**config.mk**
```make
export PLATFORM = sky130hd
export DESIGN_NAME = ic_fetch_ctrl
export DESIGN_NICKNAME = d
export VERILOG_FILES = /design/src/rtl/mrh_pkg.sv /design/src/rtl/ic_fetch_ctrl_byte_en_gen.sv /design/src/rtl/ic_fetch_ctrl.sv
export SDC_FILE = /design/constraint.sdc
export NUM_CORES = 1
export LEC_CHECK = 0
export ABC_AREA = 0
export CORE_MARGIN = 1
export CORE_UTILIZATION = 38
export CTS_CLUSTER_SIZE = 28
export DETAILED_ROUTE_END_ITERATION = 16
export GPL_TIMING_DRIVEN = 0
export PLACE_DENSITY = 0.82
export SYNTH_ARGS = -nofsm -noshare
export SYNTH_HDL_FRONTEND = slang
export SYNTH_SLANG_ARGS = --single-unit
```
**constraint.sdc**
```tcl
create_clock -name i_clk -period 2.2 [get_ports i_clk]
set_input_delay 0.44 -clock i_clk [delete_from_list [all_inputs] [get_ports i_clk]]
set_output_delay 0.44 -clock i_clk [all_outputs]
set_load 0.005 [all_outputs]
```
**src/rtl/mrh_pkg.sv**
```systemverilog
// Shared front-end types and I-cache geometry for the fetch path.
// Pure declarations: no logic, no latency, no flow control.
package mrh_pkg;

    localparam int ICACHE_DATA_W   = 128;
    localparam int ICACHE_DATA_B_W = ICACHE_DATA_W / 8;
    localparam int ICACHE_OFS_W    = $clog2(ICACHE_DATA_B_W);

    typedef enum logic [1:0] {
        FETCH_REQ,
        FETCH_WAIT,
        FETCH_KILL
    } fetch_state_t;

endpackage

```
**src/rtl/ic_fetch_ctrl_byte_en_gen.sv**
```systemverilog
// Offset -> thermometer byte-enable mask (bytes at or above the offset are valid).
// Purely combinational, zero latency, no flow control.
module fetch_byte_en_gen
    import mrh_pkg::*;
(
    input  logic [ICACHE_OFS_W-1:0]    i_ofs,
    output logic [ICACHE_DATA_B_W-1:0] o_byte_en
);

    for (genvar g = 0; g < ICACHE_DATA_B_W; g++) begin : g_be
        assign o_byte_en[g] = (ICACHE_OFS_W'(g) >= i_ofs);
    end

endmodule

```
**src/rtl/ic_fetch_ctrl.sv**
```systemverilog
// Fetch controller: one outstanding I-cache request, one-slot output stage, redirect flush.
// Response to o_inst_vld is 1 cycle; requests stall while the slot cannot drain (i_inst_rdy).
// FETCH_PERF_CNT_EN adds saturating stall / discarded-response counters.
module ic_fetch_ctrl
    import mrh_pkg::*;
#(
    parameter int                 VADDR_W  = 39,
    parameter logic [VADDR_W-1:0] RESET_PC = 'h8000_0000
) (
    input  logic                       i_clk,
    input  logic                       i_reset,
    input  logic                       i_redirect_vld,
    input  logic [VADDR_W-1:0]         i_redirect_pc,
    output logic                       o_ic_req_vld,
    output logic [VADDR_W-1:0]         o_ic_req_vaddr,
    input  logic                       i_ic_req_rdy,
    input  logic                       i_ic_resp_vld,
    input  logic [ICACHE_DATA_W-1:0]   i_ic_resp_data,
    output logic                       o_inst_vld,
    output logic [ICACHE_DATA_W-1:0]   o_inst_data,
    output logic [ICACHE_DATA_B_W-1:0] o_inst_byte_en,
    output logic [VADDR_W-1:0]         o_inst_pc,
`ifdef FETCH_PERF_CNT_EN
    output logic [31:0]                o_perf_req_stall,
    output logic [31:0]                o_perf_kill_cnt,
`endif
    input  logic                       i_inst_rdy
);

    fetch_state_t r_state;
    fetch_state_t w_state_nxt;

    logic [VADDR_W-1:0]         r_pc;
    logic                       r_inst_vld;
    logic [ICACHE_DATA_W-1:0]   r_inst_data;
    logic [ICACHE_DATA_B_W-1:0] r_inst_be;
    logic [VADDR_W-1:0]         r_inst_pc;

    logic                       w_slot_free;
    logic                       w_req_fire;
    logic                       w_resp_take;
    logic [VADDR_W-1:0]         w_pc_aligned;
    logic [VADDR_W-1:0]         w_pc_seq;
    logic [ICACHE_DATA_B_W-1:0] w_byte_en;

    assign w_pc_aligned = {r_pc[VADDR_W-1:ICACHE_OFS_W], {ICACHE_OFS_W{1'b0}}};
    assign w_pc_seq     = w_pc_aligned + VADDR_W'(ICACHE_DATA_B_W);

    // Only issue when the slot will be free by the time any response could land.
    assign w_slot_free    = !r_inst_vld || i_inst_rdy;
    assign o_ic_req_vld   = !i_reset && (r_state == FETCH_REQ) && w_slot_free;
    assign o_ic_req_vaddr = w_pc_aligned;
    assign w_req_fire     = o_ic_req_vld && i_ic_req_rdy;
    assign w_resp_take    = (r_state == FETCH_WAIT) && i_ic_resp_vld && !i_redirect_vld;

    fetch_byte_en_gen u_be_gen (
        .i_ofs     (r_pc[ICACHE_OFS_W-1:0]),
        .o_byte_en (w_byte_en)
    );

    always_ff @(posedge i_clk) begin
        if (i_reset) begin
            r_state <= FETCH_REQ;
        end else begin
            r_state <= w_state_nxt;
        end
    end

    always_comb begin
        w_state_nxt = r_state;
        case (r_state)
            FETCH_REQ: begin
                if (w_req_fire) begin
                    w_state_nxt = i_redirect_vld ? FETCH_KILL : FETCH_WAIT;
                end
            end
            FETCH_WAIT: begin
                if (i_ic_resp_vld) begin
                    w_state_nxt = FETCH_REQ;
                end else if (i_redirect_vld) begin
                    w_state_nxt = FETCH_KILL;
                end
            end
            FETCH_KILL: begin
                if (i_ic_resp_vld) begin
                    w_state_nxt = FETCH_REQ;
                end
            end
            default: w_state_nxt = FETCH_REQ;
        endcase
    end

    always_ff @(posedge i_clk) begin
        if (i_reset) begin
            r_pc        <= RESET_PC;
            r_inst_vld  <= 1'b0;
            r_inst_data <= '0;
            r_inst_be   <= '0;
            r_inst_pc   <= '0;
        end else begin
            if (i_redirect_vld) begin
                r_pc <= i_redirect_pc;
            end else if (w_resp_take) begin
                r_pc <= w_pc_seq;
            end

            if (i_redirect_vld) begin
                r_inst_vld <= 1'b0;
            end else if (w_resp_take) begin
                r_inst_vld  <= 1'b1;
                r_inst_data <= i_ic_resp_data;
                r_inst_be   <= w_byte_en;
                r_inst_pc   <= r_pc;
            end else if (r_inst_vld && i_inst_rdy) begin
                r_inst_vld <= 1'b0;
            end
        end
    end

    assign o_inst_vld     = r_inst_vld;
    assign o_inst_data    = r_inst_data;
    assign o_inst_byte_en = r_inst_be;
    assign o_inst_pc      = r_inst_pc;

`ifdef FETCH_PERF_CNT_EN
    logic        w_resp_drop;
    logic        w_req_stall;
    logic [31:0] r_perf_req_stall;
    logic [31:0] r_perf_kill_cnt;

    assign w_req_stall = o_ic_req_vld && !i_ic_req_rdy;
    assign w_resp_drop = i_ic_resp_vld &&
                         ((r_state == FETCH_KILL) || ((r_state == FETCH_WAIT) && i_redirect_vld));

    always_ff @(posedge i_clk) begin
        if (i_reset) begin
            r_perf_req_stall <= '0;
            r_perf_kill_cnt  <= '0;
        end else begin
            if (w_req_stall && (r_perf_req_stall != '1)) begin
                r_perf_req_stall <= r_perf_req_stall + 32'd1;
            end
            if (w_resp_drop && (r_perf_kill_cnt != '1)) begin
                r_perf_kill_cnt <= r_perf_kill_cnt + 32'd1;
            end
        end
    end

    assign o_perf_req_stall = r_perf_req_stall;
    assign o_perf_kill_cnt  = r_perf_kill_cnt;
`endif

    a_no_resp_in_req: assert property (@(posedge i_clk) disable iff (i_reset)
        !((r_state == FETCH_REQ) && i_ic_resp_vld));

endmodule

```
==> results.toml <==
[clock_network]
cts_buf_count = 25
max-clock-path-buffers = 3
clock_tree_from_tritoncts = "built"
clkLatencyLatePin_ns = 0.51
clk_pin_slew_ns = 0.07
holdBufCountCts = 0
tritoncts_num_sinks = 225
htree_num_levels = 1
clock_tree_root = "sky130_fd_sc_hd__clkbuf_16"

[timing]
fin_ws_ns = 0.01927
fin_setup_tns_ns = 0
rsz0062_at_grt = "true"
worstMarginPinSlew_ns = 0.8132
final-max-slew-violation-count = 0
setup_viol = 0
final_min_period_over_clock_period_pct = 99.12
finalWorstPathRequiredPeriod_ns = 2.181
finClkSkew_ns = 0.01004
max_freq_ghz = 0.4586
hold_viol = 0
timing.slew.headroom_pct = 45.79

[global_route]
grt_start_max_net_pins = 15
total_grt_usage_pct = 25.99
gr-total-overflow = 0
antenna_found_initial = 2
grt_pass1_vias = 9214
grt_pass1_wl_um = 48850

[yosys]
synthDominantCellAreaShare_pct = 50.74
synth_commonest_cells = "366 x sky130_fd_sc_hd__nand2_1, 225 x sky130_fd_sc_hd__dfxtp_1, 189 x sky130_fd_sc_hd__a21oi_1"
synthDominantAreaCellType = "sky130_fd_sc_hd__dfxtp_1"
post_synth_num_cell_types = 50
postSynth.asyncResetShare_pct = 0
seq_area_frac_synth_pct = 50.74
synth.cell_area_um2 = 8877
synthTopCellsByArea = "sky130_fd_sc_hd__dfxtp_1 51%, sky130_fd_sc_hd__nand2_1 15%, sky130_fd_sc_hd__a21oi_1 11%, sky130_fd_sc_hd__buf_4 3.3%, sky130_fd_sc_hd__clkbuf_1 3.3%"
postSynth.topFlopCell = "sky130_fd_sc_hd__dfxtp_1"
synth-seq-cells = 225
syn_avg_cell_area_um2 = 7.814
yosys_warnings = 0
syn_inst = 1136
synth.most_common_cell = "sky130_fd_sc_hd__nand2_1"
synth_edf_count = 0

[floorplan]
floorplan.io_pins = 397
die-width_um = 154.8
fp-row-count = 55
fp.dieArea_um2 = 23980
floorplan.initialDensity_pct = 38.97
fp.dieH_um = 154.8
core_um2 = 22780

[routing]
drt-met1-wl_um = 12630
dr_wl_met2_um = 15530
route.met3.wl_um = 2571
via_count = 9514
vias_per_cell = 4.999
drt_first_iter_violations = 547
wl_per_cell_um = 16.94
drc_violation_count_after_routing = 0
postRouteAntennaNets = 0
first_pass_iters = 5
finalWirelength_um = 32230
dr.max_layer_used = "met5"

[pwr]
power_density_nw_per_um2 = 675.2
p_leak_nw = 4.963
vdd_ir_drop_max_mv = 0.7359

[critical_path]
timing_worst_setup_path_type = "reg -> reg"
r2r_cells = 5
crit_required_ns = 2.61
startpoint_type = "flop"
r2r_setup_slk_ns = 0.02
worst-endpoint-arrival_ns = 2.60
critPathCapture = "r_pc[38]$_SDFFE_PP0P_"
setup.worst_path.start = "r_pc[10]$_SDFFE_PP0P_"
critical_path.max_fanout = 5
worstReg2RegStart = "r_pc[10]$_SDFFE_PP0P_"
endpoint_kind = "flop"
worstReg2RegEnd = "r_pc[38]$_SDFFE_PP0P_"

[run]
maxCapViolCount = 0

[run_status]
outcome = "complete, no violations"

[final_layout]
nNetsFinal = 1745
final_layout_size_suffix_gt1_share_pct = 10.45
area_growth_syn_to_layout_pct = 62.25
layout.filler_cells = 1846

[min_path]
worstHoldPathType = "reg -> reg"
hold_path.startpoint = "o_inst_data[2]$_SDFFE_PP0P_"

[place]
globalplace.congestion = 0.8916
buffer_ports.inserted = 391
pre_cts_ws_ns = -1.215
detailedPlacementHpwl_um = 24030
metal layers:
metal  vias to the layer above  track usage (%)
met2                       417            44.80
met5                         -                0
met4                         2            12.68
met3                        84            6.136
li1                       4612                -
met1                      4399            30.25
power breakdown:
group	internal, W	total, W	switching [W]
registers	0.00414	0.00423	0.0000851
clock network	0.00286	0.00461	0.00176
logic	0.000541	0.000884	0.000343
total	0.00754	0.00973	0.00219
logic make-up (layout without fill, tap and decap cells):
kind of cell / Yosys count / count (layout) / synth area share, %
fa+ha+maj: 1 / 1 / 0.1409
buf+inv: 132 / 582 / 7.357
other cells: 1 / 5 / 0.04224
simple gates: 515 / 515 / 24.48
flops: 225 / 225 / 50.74
mux: 3 / 3 / 0.3524
compound gates: 233 / 233 / 14.32
xor+xnor: 26 / 26 / 2.565
area by class of cell:
| type | instances | area, um2 | area share, % |
|---|---|---|---|
| inverters | 8 | 30.03 | 0.2085 |
| clock inverters | 15 | 222.7 | 1.546 |
| flip-flops and latches | 225 | 4558 | 31.65 |
| plain buffers | 119 | 630.6 | 4.378 |
| clock buffers | 30 | 694.4 | 4.821 |
| multi-input cells | 782 | 3820 | 26.52 |
| well taps | 313 | 391.6 | 2.719 |
| diodes | 1 | 2.502 | 0.01737 |
| repair buffers | 410 | 4054 | 28.14 |
critical path, stage by stage, from the launching register on:
cell,delay [ns]
sky130_fd_sc_hd__dfxtp_4,0.37
sky130_fd_sc_hd__and4_4,0.23
sky130_fd_sc_hd__nand4_1,0.19
sky130_fd_sc_hd__or4_4,0.60
sky130_fd_sc_hd__or3_4,0.40
sky130_fd_sc_hd__a2111oi_4,0.29
registers in the layout (all words and copies together), names as in the netlist:
signal / count
o_inst_data: 128
o_inst_pc: 39
r_pc: 39
o_inst_byte_en: 16
r_state: 2
o_inst_vld: 1
repair_timing:
item                                   CTS  global route
gates resized for setup                 48            43
setup buffers                           10             9
endpoints found under the hold margin    0             0
setup endpoints to repair              160            80
pin swaps                                4             5
how the worst min path moves through the flow:
stage                                     end  cells past startpoint
6_report          o_inst_data[2]$_SDFFE_PP0P_                      2
5_1_grt          o_inst_data[94]$_SDFFE_PP0P_                      3
4_1_cts          o_inst_data[94]$_SDFFE_PP0P_                      3
3_5_place_dp    o_inst_data[102]$_SDFFE_PP0P_                      2
3_3_place_gp    o_inst_data[121]$_SDFFE_PP0P_                      2
2_1_floorplan  o_inst_byte_en[4]$_SDFFE_PP0P_                      2
placed cells by master, fill, tap and decap left out, types with 7 or more instances in the layout:
| master | netlist | final |
|---|---|---|
| sky130_fd_sc_hd__dfxtp_2 | 0 | 10 |
| sky130_fd_sc_hd__dfxtp_4 | 0 | 11 |
| sky130_fd_sc_hd__nor3_1 | 16 | 15 |
| sky130_fd_sc_hd__nand2_1 | 366 | 365 |
| sky130_fd_sc_hd__nand4_1 | 11 | 11 |
| sky130_fd_sc_hd__clkdlybuf4s50_1 | 0 | 389 |
| sky130_fd_sc_hd__clkbuf_2 | 1 | 21 |
| sky130_fd_sc_hd__a211oi_1 | 21 | 21 |
| sky130_fd_sc_hd__a21oi_1 | 189 | 189 |
| sky130_fd_sc_hd__nor2_1 | 58 | 57 |
| sky130_fd_sc_hd__nand3_1 | 12 | 12 |
| sky130_fd_sc_hd__dfxtp_1 | 225 | 204 |
| sky130_fd_sc_hd__nor4_1 | 16 | 11 |
| sky130_fd_sc_hd__inv_1 | 7 | 7 |
| sky130_fd_sc_hd__o21ai_0 | 7 | 7 |
| sky130_fd_sc_hd__clkbuf_1 | 77 | 55 |
| sky130_fd_sc_hd__buf_4 | 39 | 58 |
| sky130_fd_sc_hd__xnor2_1 | 22 | 22 |
| sky130_fd_sc_hd__clkbuf_16 | 0 | 25 |
metrics by stage:
stage	hold slack (ns)	total power (W)	cells	instance area (um2)	utilization, %
floorplan	0.4483	0.004603	1139	8889	-
global placement	0.4405	0.005153	1843	13190	57.92
detailed placement	0.4457	0.005163	1843	13190	57.92
CTS	0.4536	0.009780	1896	14300	62.77
global route	0.4571	0.01005	1903	14400	63.24
finish	0.4516	0.009726	1903	14400	63.24
Power figures use the tool's default switching activity.
